[config.mk]
export PLATFORM = sky130hd
export DESIGN_NAME = mcp3008_spi_responder_flat
export DESIGN_NICKNAME = d
export VERILOG_FILES = /design/src/rtl/mcp3008_spi_responder_if.sv /design/src/rtl/mcp3008_spi_responder.sv /design/src/flat_wrapper.sv
export SDC_FILE = /design/constraint.sdc
export NUM_CORES = 1
export LEC_CHECK = 0
export ABC_AREA = 0
export CAP_MARGIN = 0
export CORE_MARGIN = 1
export CORE_UTILIZATION = 44
export DETAILED_ROUTE_END_ITERATION = 7
export PLACE_DENSITY_LB_ADDON = 0.08
export SLEW_MARGIN = 15
export SYNTH_ARGS = -nofsm -noshare
export SYNTH_HDL_FRONTEND = slang
export SYNTH_SLANG_ARGS = --single-unit
[constraint.sdc]
create_clock -name clk -period 3.2 [get_ports clk]
set_clock_uncertainty 0.05 [all_clocks]
set_input_delay 0.48 -clock clk [delete_from_list [all_inputs] [get_ports clk]]
set_output_delay 0.48 -clock clk [all_outputs]
set_load 0.02 [all_outputs]
[src/rtl/mcp3008_spi_responder_if.sv]
// SPI link between an MCP3008-style master and the responder emulator.
interface mcp3008_spi_responder_if;
  logic sclk;
  logic cs_n;
  logic mosi;
  logic miso;
  logic miso_oe;

  modport master (output sclk, output cs_n, output mosi, input miso, input miso_oe);
  modport slave  (input sclk, input cs_n, input mosi, output miso, output miso_oe);
endinterface

[src/rtl/mcp3008_spi_responder.sv]
// MCP3008 ADC emulator: decodes the SPI command frame, computes the single-ended or
// clamped differential result from parallel channel words and shifts it out on miso.
module mcp3008_spi_responder #(
  parameter int SYNC_STAGES = 2,
  parameter int LSB_TAIL    = 1
) (
  input  logic                     clk,
  input  logic                     rst,
  mcp3008_spi_responder_if.slave   spi,
  input  logic [79:0]              ch_data,
  output logic                     conv_valid,
  output logic                     conv_sgl,
  output logic [2:0]               conv_ch,
  output logic [9:0]               conv_result,
  output logic [7:0]               abort_cnt
);

  typedef enum logic [2:0] {
    IDLE       = 3'd0,
    WAIT_START = 3'd1,
    CMD        = 3'd2,
    SAMPLE     = 3'd3,
    NULL_OUT   = 3'd4,
    DATA_MSB   = 3'd5,
    TAIL       = 3'd6
  } state_e;

  logic [SYNC_STAGES-1:0] sclk_sync_q, sclk_sync_d;
  logic [SYNC_STAGES-1:0] cs_sync_q, cs_sync_d;
  logic [SYNC_STAGES-1:0] mosi_sync_q, mosi_sync_d;
  logic                   sclk_prev_q, sclk_prev_d;
  logic                   cs_prev_q, cs_prev_d;

  state_e      state_q, state_d;
  logic [3:0]  bit_idx_q, bit_idx_d;
  logic [2:0]  cmd_q, cmd_d;
  logic        miso_q, miso_d;
  logic        miso_oe_q, miso_oe_d;
  logic        conv_valid_q, conv_valid_d;
  logic        conv_sgl_q, conv_sgl_d;
  logic [2:0]  conv_ch_q, conv_ch_d;
  logic [9:0]  conv_result_q, conv_result_d;
  logic [7:0]  abort_cnt_q, abort_cnt_d;

  logic        sclk_rise_s, sclk_fall_s, cs_rise_s, cs_fall_s, mosi_s, mid_frame_s;
  logic [9:0]  ch_arr_s [8];
  logic [9:0]  pos_s, neg_s, result_s;
  logic [10:0] diff_s;

  // Channel unpacking and result arithmetic; D0 is the bit arriving on this sclk rise.
  always_comb begin
    for (int i = 0; i < 8; i++) begin
      ch_arr_s[i] = ch_data[i*10 +: 10];
    end
    pos_s    = ch_arr_s[{cmd_q[1:0], mosi_s}];
    neg_s    = ch_arr_s[{cmd_q[1:0], ~mosi_s}];
    diff_s   = {1'b0, pos_s} - {1'b0, neg_s};
    if (cmd_q[2]) begin
      result_s = pos_s;
    end else if (diff_s[10]) begin
      result_s = 10'd0;
    end else begin
      result_s = diff_s[9:0];
    end
  end

  // Synchronizers, edge detection and the protocol state machine next-state logic.
  always_comb begin
    sclk_sync_d = {sclk_sync_q[SYNC_STAGES-2:0], spi.sclk};
    cs_sync_d   = {cs_sync_q[SYNC_STAGES-2:0], spi.cs_n};
    mosi_sync_d = {mosi_sync_q[SYNC_STAGES-2:0], spi.mosi};
    sclk_prev_d = sclk_sync_q[SYNC_STAGES-1];
    cs_prev_d   = cs_sync_q[SYNC_STAGES-1];
    sclk_rise_s = sclk_sync_q[SYNC_STAGES-1] & ~sclk_prev_q;
    sclk_fall_s = ~sclk_sync_q[SYNC_STAGES-1] & sclk_prev_q;
    cs_rise_s   = cs_sync_q[SYNC_STAGES-1] & ~cs_prev_q;
    cs_fall_s   = ~cs_sync_q[SYNC_STAGES-1] & cs_prev_q;
    mosi_s      = mosi_sync_q[SYNC_STAGES-1];
    mid_frame_s = (state_q == CMD) || (state_q == SAMPLE) ||
                  (state_q == NULL_OUT) || (state_q == DATA_MSB);

    state_d       = state_q;
    bit_idx_d     = bit_idx_q;
    cmd_d         = cmd_q;
    miso_d        = miso_q;
    miso_oe_d     = miso_oe_q;
    conv_valid_d  = 1'b0;
    conv_sgl_d    = conv_sgl_q;
    conv_ch_d     = conv_ch_q;
    conv_result_d = conv_result_q;
    abort_cnt_d   = abort_cnt_q;

    // A cs_n rise pre-empts any sclk edge seen in the same cycle.
    if (cs_rise_s) begin
      state_d   = IDLE;
      miso_d    = 1'b0;
      miso_oe_d = 1'b0;
      bit_idx_d = 4'd0;
      if (mid_frame_s && (abort_cnt_q != 8'hFF)) begin
        abort_cnt_d = abort_cnt_q + 8'd1;
      end else begin
        abort_cnt_d = abort_cnt_q;
      end
    end else begin
      case (state_q)
        IDLE: begin
          miso_d    = 1'b0;
          miso_oe_d = 1'b0;
          if (cs_fall_s) begin
            state_d = WAIT_START;
          end else begin
            state_d = IDLE;
          end
        end
        WAIT_START: begin
          if (sclk_rise_s && mosi_s) begin
            state_d   = CMD;
            bit_idx_d = 4'd0;
          end else begin
            state_d = WAIT_START;
          end
        end
        CMD: begin
          if (sclk_rise_s && (bit_idx_q == 4'd3)) begin
            conv_sgl_d    = cmd_q[2];
            conv_ch_d     = {cmd_q[1:0], mosi_s};
            conv_result_d = result_s;
            conv_valid_d  = 1'b1;
            bit_idx_d     = 4'd0;
            state_d       = SAMPLE;
          end else if (sclk_rise_s) begin
            cmd_d     = {cmd_q[1:0], mosi_s};
            bit_idx_d = bit_idx_q + 4'd1;
          end else begin
            state_d = CMD;
          end
        end
        SAMPLE: begin
          if (sclk_rise_s) begin
            state_d = NULL_OUT;
          end else begin
            state_d = SAMPLE;
          end
        end
        NULL_OUT: begin
          if (sclk_fall_s) begin
            miso_d    = 1'b0;
            miso_oe_d = 1'b1;
            bit_idx_d = 4'd9;
            state_d   = DATA_MSB;
          end else begin
            state_d = NULL_OUT;
          end
        end
        DATA_MSB: begin
          if (sclk_fall_s && (bit_idx_q == 4'd0)) begin
            miso_d    = conv_result_q[0];
            bit_idx_d = 4'd1;
            state_d   = TAIL;
          end else if (sclk_fall_s) begin
            miso_d    = conv_result_q[bit_idx_q];
            bit_idx_d = bit_idx_q - 4'd1;
          end else begin
            state_d = DATA_MSB;
          end
        end
        TAIL: begin
          if (sclk_fall_s && (LSB_TAIL != 0) && (bit_idx_q <= 4'd9)) begin
            miso_d    = conv_result_q[bit_idx_q];
            bit_idx_d = bit_idx_q + 4'd1;
          end else if (sclk_fall_s) begin
            miso_d = 1'b0;
          end else begin
            state_d = TAIL;
          end
        end
        default: begin
          state_d   = IDLE;
          miso_d    = 1'b0;
          miso_oe_d = 1'b0;
          bit_idx_d = 4'd0;
        end
      endcase
    end
  end

  // State and output registers with synchronous reset; synchronizers reset to idle bus levels.
  always_ff @(posedge clk) begin
    if (rst) begin
      sclk_sync_q   <= '0;
      cs_sync_q     <= '1;
      mosi_sync_q   <= '0;
      sclk_prev_q   <= 1'b0;
      cs_prev_q     <= 1'b1;
      state_q       <= IDLE;
      bit_idx_q     <= 4'd0;
      cmd_q         <= 3'd0;
      miso_q        <= 1'b0;
      miso_oe_q     <= 1'b0;
      conv_valid_q  <= 1'b0;
      conv_sgl_q    <= 1'b0;
      conv_ch_q     <= 3'd0;
      conv_result_q <= 10'd0;
      abort_cnt_q   <= 8'd0;
    end else begin
      sclk_sync_q   <= sclk_sync_d;
      cs_sync_q     <= cs_sync_d;
      mosi_sync_q   <= mosi_sync_d;
      sclk_prev_q   <= sclk_prev_d;
      cs_prev_q     <= cs_prev_d;
      state_q       <= state_d;
      bit_idx_q     <= bit_idx_d;
      cmd_q         <= cmd_d;
      miso_q        <= miso_d;
      miso_oe_q     <= miso_oe_d;
      conv_valid_q  <= conv_valid_d;
      conv_sgl_q    <= conv_sgl_d;
      conv_ch_q     <= conv_ch_d;
      conv_result_q <= conv_result_d;
      abort_cnt_q   <= abort_cnt_d;
    end
  end

  assign spi.miso    = miso_q;
  assign spi.miso_oe = miso_oe_q;
  assign conv_valid  = conv_valid_q;
  assign conv_sgl    = conv_sgl_q;
  assign conv_ch     = conv_ch_q;
  assign conv_result = conv_result_q;
  assign abort_cnt   = abort_cnt_q;

endmodule

[src/flat_wrapper.sv]
// flat-port wrapper written by rule: the top's interface ports become plain ports
module mcp3008_spi_responder_flat 
#(
  parameter int SYNC_STAGES = 2,
  parameter int LSB_TAIL    = 1
)
  (clk, rst, ch_data, conv_valid, conv_sgl, conv_ch, conv_result, abort_cnt, spi_sclk, spi_cs_n, spi_mosi, spi_miso, spi_miso_oe);
  mcp3008_spi_responder_if spi_i ();
  input  logic clk;
  input  logic rst;
  input  logic [79:0] ch_data;
  output logic conv_valid;
  output logic conv_sgl;
  output logic [2:0] conv_ch;
  output logic [9:0] conv_result;
  output logic [7:0] abort_cnt;
  input wire logic [$bits(spi_i.sclk)-1:0] spi_sclk;
  input wire logic [$bits(spi_i.cs_n)-1:0] spi_cs_n;
  input wire logic [$bits(spi_i.mosi)-1:0] spi_mosi;
  output wire logic [$bits(spi_i.miso)-1:0] spi_miso;
  output wire logic [$bits(spi_i.miso_oe)-1:0] spi_miso_oe;
  assign spi_i.sclk = spi_sclk;
  assign spi_i.cs_n = spi_cs_n;
  assign spi_i.mosi = spi_mosi;
  assign spi_miso = spi_i.miso;
  assign spi_miso_oe = spi_i.miso_oe;
  mcp3008_spi_responder #(.SYNC_STAGES(SYNC_STAGES), .LSB_TAIL(LSB_TAIL)) u_core (.clk(clk), .rst(rst), .spi(spi_i), .ch_data(ch_data), .conv_valid(conv_valid), .conv_sgl(conv_sgl), .conv_ch(conv_ch), .conv_result(conv_result), .abort_cnt(abort_cnt));
endmodule
; After elaboration in Yosys (flattened, before gate mapping)
; Cells that the tools add are included.
[word_totals]
register_bits = 43
wordCells = 116
input_bits = 85
[classes]
add_sub_neg = 4
n_eq_ne = 17
bitwise = 17
mux = 37
n_lt_le_gt_ge = 4
reduce_logical = 22
[op_table]
columns = operator, n
row1 = $bmux W10 S3, 2
row2 = $mux W10, 6
row3 = $mux W4, 7
row4 = $pmux W4 S6, 1
row5 = $mux W3, 7
row6 = $pmux W3 S7, 1
row7 = $not A1 Y1, 11
row8 = $sub A10 B10 Y11, 1
row9 = $eq A3 B3 Y1 const B, 3
row10 = $mux W1, 9
row11 = $add A8 B1 Y8 const B, 1
row12 = $ge A4 B4 Y1 const B, 2
row13 = $ne A8 B8 Y1 const B, 1
row14 = $not A3 Y4, 2
row15 = $reduce_and A4 Y1, 2
row16 = $eq A3 B2 Y1 const B, 2
row17 = $ne A2 B1 Y1 const B, 3
row18 = $ne A3 B2 Y1 const B, 2
row19 = $ne A3 B3 Y1 const B, 2
row20 = $reduce_and A2 Y1, 3
row21 = $reduce_and A6 Y1, 1
row22 = $reduce_or A3 Y1, 2
row23 = $logic_and A1 B1 Y1, 5
row24 = $lt A4 B5 Y1 const B, 1
row25 = 17 further kinds, 24

; Logic depth before layout (Yosys ltp)
[logic_depth]
depth_word = 8
ltp_mapped = 12
mapped_depth_nobuf = 9

; Worst setup path before layout
; No wires, ideal clock.
[synth_path]
path_kind = register -> register
from = reg u_core.cmd_q[0]
to = reg u_core.conv_result_q[8], in the netlist u_core.conv_result[8]
setup_slack_ps = -126
required_time_ps = 3058
t_arrival_ps = 3184
synth_period_minus_slack_ps = 3326
path_stages_with_launch = 12
path_cell_list = dfxtp_1 -> clkbuf_1 -> buf_2 -> mux4_2 -> mux2_2 -> ha_1 -> fa_1 -> nor2b_1 -> o31ai_2 -> a2111oi_4 -> o21ai_2 -> o32ai_1
[synth_between]
elab_chain_len = 7
elab_cells_between_ends = 11
[synth_lines]
columns = item, line_no
row1 = start: declaration, mcp3008_spi_responder.sv:36  ; logic [2:0] cmd_q, cmd_d;
row2 = start signal: assignment, mcp3008_spi_responder.sv:213  ; cmd_q <= cmd_d;
row3 = "$not A3 Y4, on equally long branches", "mcp3008_spi_responder.sv:55, mcp3008_spi_responder.sv:56"
row4 = "$bmux W10 S3, on equally long branches", "mcp3008_spi_responder.sv:55, mcp3008_spi_responder.sv:56"
row5 = "$mux W10, on equally long branches (2 in a row)", "mcp3008_spi_responder.sv:55, mcp3008_spi_responder.sv:56"
row6 = $sub A10 B10 Y11, mcp3008_spi_responder.sv:57  ; diff_s = {1'b0, pos_s} - {1'b0, neg_s};
row7 = $mux W10, mcp3008_spi_responder.sv:60  ; end else if (diff_s[10]) begin
row8 = $mux W10 *, mcp3008_spi_responder.sv:58  ; if (cmd_q[2]) begin
row9 = end signal: assignment, mcp3008_spi_responder.sv:219  ; conv_result_q <= conv_result_d;
row10 = end: declaration, mcp3008_spi_responder.sv:42  ; logic [9:0] conv_result_q, conv_result_d;
; Every way passes the cells marked *; elsewhere a longest branch is shown, timed or not. The select of a mux whose other input is x is not followed.
; A chain may end at the register's enable or synchronous reset.

; Worst setup path after layout
[layout_path]
from = in ch_data[20]
to = reg u_core.conv_result_q[6], in the netlist u_core.conv_result[6]
[layout_between]
elab_chain_len = 6
elab_cells_between_ends = 9
[layout_lines]
columns = item, line_no
row1 = start: declaration, flat_wrapper.sv:11  ; input logic [79:0] ch_data;
row2 = "$bmux W10 S3, on equally long branches", "mcp3008_spi_responder.sv:55, mcp3008_spi_responder.sv:56"
row3 = "$mux W10, on equally long branches (2 in a row)", "mcp3008_spi_responder.sv:55, mcp3008_spi_responder.sv:56"
row4 = $sub A10 B10 Y11 *, mcp3008_spi_responder.sv:57
row5 = $mux W10 *, mcp3008_spi_responder.sv:60
row6 = $mux W10 *, mcp3008_spi_responder.sv:58
; Marked as above.

==> results.yml <==
run_status:
  status: "finished, final reports clean"
min_path:
  worstHoldStart: "u_core.cs_sync_q[0]$_SDFF_PP1_"
  hold_path_class: "flop to flop"
final_layout:
  num-nets-final: 622
  area_delta_synth_final_pct: 41.3
  antenna_cells_inserted: 0
  fin_cells: 627
  fillers: 699
  drive_above_1_share_pct: 20.1
global_route:
  grt_start_max_net_pins: 36
  antenna_found_initial: 0
  met3_usage_pct: 4.27
  global_route.peak_usage_layer: "met2"
  global_route.usage.total_pct: 24.7
  grt_use_met1_pct: 34.2
  grt_overflow_total: 0
  grt_first_pass_wirelength_mm: 17.5
  grt_pass1_vias: 3645
  grt_util_met2_pct: 40.2
placed_design:
  post-dp-hpwl_mm: 8.62
  io_buffer_count: 109
  gp_congestion: 0.934
  dp_cells: 617
worst_setup_path:
  critical-path-slowest-cell: "sky130_fd_sc_hd__mux4_2"
  regToRegSetupSlack_ns: 0.13
  cp_cell_sequence: "clkdlybuf4s50_1 -> mux4_2 -> mux2_4 -> ha_4 -> fa_2 -> nor2b_4 -> o31ai_4 -> a2111oi_4 -> buf_4 -> o211ai_1 -> a311oi_1"
  critical_path_class: "primary input to flop"
  cp.required_ns: 3.36
  cp-endpoint: "u_core.conv_result[6]$_SDFFE_PP0P_"
  crit_path_start_kind: "primary input"
  endpoint_kind: "flop"
  timing.critical_path.fanout_max: 6
  crit_path_max_incr_delay_ns: 0.46
  r2r.worst_path.cells: 12
  reg_to_reg_end: "u_core.conv_result[8]$_SDFFE_PP0P_"
  r2r_start: "u_core.cmd_q[0]$_SDFFE_PP0P_"
  cp_data_arrival_time_ns: 3.27
  timing.critical_path.from: "ch_data[20]"
timing:
  tightestPinTransition_ns: 0.692
  fmax_mhz: 322
  fin_hold_ws_ns: 0.377
  min_period_over_period_pct: 97.0
  slew_headroom_pct: 53.5
  post-route-min-period_ns: 3.10
  maxSlewViolCount: 0
  setup_violations: 0
  timing.final.hold_violations: 0
synthesis:
  yosysTopAreaCellShare_pct: 22.1
  post_synth_cell_types: 66
  number_of_enable_flip_flop_cells_after_synthesis: 0
  synthesis.area_mm2: 0.00390
  yosys_most_used_dff: "sky130_fd_sc_hd__dfxtp_1"
  most_frequent_cells_after_synthesis: "sky130_fd_sc_hd__dfxtp_1, sky130_fd_sc_hd__nand2_1, sky130_fd_sc_hd__nor2_1"
  synth.top_cells.by_area: "sky130_fd_sc_hd__dfxtp_1, sky130_fd_sc_hd__mux4_2, sky130_fd_sc_hd__mux4_1"
  synth_nets: 493
  async_flop_share_pct: 0
  yosysWarnings: 0
  synthMostInstantiatedCell: "sky130_fd_sc_hd__dfxtp_1"
  synthesis.area_per_instance_um2: 9.95
  ys_ff_latch: 43
  synth_largest_area_cell: "sky130_fd_sc_hd__dfxtp_1"
  synth_seq_area_share_pct: 22.1
  syn_inst: 392
floorplanning:
  fp.dieW_um: 96.1
  ioPinCount: 110
  fp.dieArea_mm2: 0.00924
  core_footprint_mm2: 0.00838
  fp-row-count: 33
  floorplan.die.height_um: 96.1
  floorplan.initialDensity_pct: 46.5
pwr:
  vdd_ir_drop_max_v: 0.000257
  p_leak_nw: 1.92
  power-per-cell-area_mw_per_mm2: 261
clock_network:
  clk_transition_reported_paths_ns: 0.09
  cts-htree-levels: 2
  cts.sink_count: 43
  clock_tree.buffer_depth: 2
  cts_tree: "done"
  numCtsBuffers: 5
  cts_hold_buffers: 0
  root_buffer: "sky130_fd_sc_hd__clkbuf_8"
  insertion_delay_ns: 0.31
drt:
  vias: 3723
  detail_route.wirelength_mm: 10.9
  drcViolationCount: 0
  firstDrtPassIters: 4
  drtAntennaViolNets: 0
  drt-vias-per-instance: 5.94
  routed_wire_length_per_instance_um: 17.3
  dr.first_iter.drc_count: 150
flow_run:
  maxCapViolCount: 0
power breakdown:
| group | internal [W] | switching, W |
|---|---|---|
| sequential | 0.000539 | 0.00000599 |
| combinational | 0.000269 | 0.000176 |
| clock | 0.000235 | 0.000211 |
| total | 0.00104 | 0.000393 |
metal layers:
layer	wire, um	vias to the layer above	part of all wire (%)
li1	-	1793	-
met4	183	0	1.7
met2	5050	119	46
met3	521	14	4.8
met1	5110	1797	47
met5	0	-	0
registers in the layout, indices dropped and copies added (netlist names):
signal and flops:
u_core.abort_cnt 8, u_core.bit_idx_q 4, u_core.mosi_sync_q 2, u_core.state_q 3
u_core.conv_ch 3, u_core.cmd_q 3, u_core.sclk_prev_q 1, u_core.conv_valid 1
u_core.spi.miso_oe 1, u_core.cs_sync_q 2, u_core.conv_result 10, u_core.sclk_sync_q 2
u_core.spi.miso 1, u_core.cs_prev_q 1, u_core.conv_sgl 1
cells by family (layout without fill, tap and decap cells):
| logic type | after synthesis | after routing | share of synthesized area (%) |
|---|---|---|---|
| fa+ha+maj | 16 | 16 | 5.33 |
| mux | 66 | 66 | 32.4 |
| compound gates | 92 | 92 | 16.5 |
| flops | 43 | 43 | 22.1 |
| buf+inv | 36 | 166 | 4.59 |
| xor+xnor | 10 | 10 | 2.25 |
| simple gates | 129 | 129 | 16.9 |
placed cells by master (no fill, tap or decap), types with 3 or more instances in the layout:
cell type,count
sky130_fd_sc_hd__dlymetal6s2s_1,4
sky130_fd_sc_hd__o21bai_1,3
sky130_fd_sc_hd__nor3_1,10
sky130_fd_sc_hd__mux2i_1,12
sky130_fd_sc_hd__buf_4,35
sky130_fd_sc_hd__o22ai_1,5
sky130_fd_sc_hd__or2_2,6
sky130_fd_sc_hd__clkbuf_8,5
sky130_fd_sc_hd__mux4_2,26
sky130_fd_sc_hd__a311oi_1,4
sky130_fd_sc_hd__buf_12,3
sky130_fd_sc_hd__mux4_1,16
sky130_fd_sc_hd__nand2_1,31
sky130_fd_sc_hd__inv_1,9
sky130_fd_sc_hd__a22oi_1,6
sky130_fd_sc_hd__nor2b_1,11
sky130_fd_sc_hd__mux2_2,10
sky130_fd_sc_hd__nor2_1,31
sky130_fd_sc_hd__nand3_1,10
sky130_fd_sc_hd__dfxtp_1,41
sky130_fd_sc_hd__o21ai_0,11
sky130_fd_sc_hd__xnor2_1,8
sky130_fd_sc_hd__ha_1,14
sky130_fd_sc_hd__a21oi_1,25
sky130_fd_sc_hd__nand4_1,3
sky130_fd_sc_hd__nor4_1,5
sky130_fd_sc_hd__clkdlybuf4s50_1,105
sky130_fd_sc_hd__o211ai_1,4
sky130_fd_sc_hd__o21a_1,7
sky130_fd_sc_hd__nand2b_1,5
sky130_fd_sc_hd__a21boi_0,3
cell type report:
cell class,instances,area [um2],share of cell area (%)
flip-flops and latches,43,866,15.7
repair buffers,149,1460,26.6
clock inverters,3,46.3,0.841
inverters,9,33.8,0.613
well taps,105,131,2.39
multi-input cells,313,2900,52.6
clock buffers,5,68.8,1.25
through the flow:
stage               area [um2]  util, %  TNS [ns]  power (W)  setup WS [ns]
detailed placement        5300     63.2     -3.47   0.000982         -0.433
CTS                       5460     65.2         0    0.00144         0.0181
finish                    5510     65.7         0    0.00144         0.0969
global placement          5300     63.2     -3.00   0.000974         -0.373
floorplan                 3910        -         0   0.000770        0.00226
global route              5510     65.7   -0.0146    0.00151        -0.0146
how the worst min path moves through the flow:
stage | endpoint | slack, ns | depth (start not counted)
finish | u_core.cs_sync_q[1]$_SDFF_PP1_ | 0.38 | 1
CTS | u_core.cs_sync_q[1]$_SDFF_PP1_ | 0.39 | 1
global placement | u_core.cs_sync_q[1]$_SDFF_PP1_ | 0.36 | 1
global route | u_core.sclk_sync_q[1]$_SDFF_PP0_ | 0.41 | 1
floorplan | u_core.cs_sync_q[1]$_SDFF_PP1_ | 0.34 | 1
detailed placement | u_core.cs_sync_q[1]$_SDFF_PP1_ | 0.35 | 1
critical path: cells and delay by family:
family                   cells  cell delay (ns)
multiplexers                 2             0.75
AO/OA/AOI/OAI                4             0.74
buffers and inverters        2             0.61
adder cells (fa/ha/maj)      2             0.52
AND/OR/NAND/NOR              1             0.16
repair_timing:
item | CTS | global route
setup endpoints to repair | 7 | 7
pin swaps | 3 | 3
cloned | 0 | 1
buffers inserted | 1 | 0
gates resized for setup | 8 | 9
endpoints found under the hold margin | 0 | 0
No activity file was read; power rests on OpenSTA's default activity.
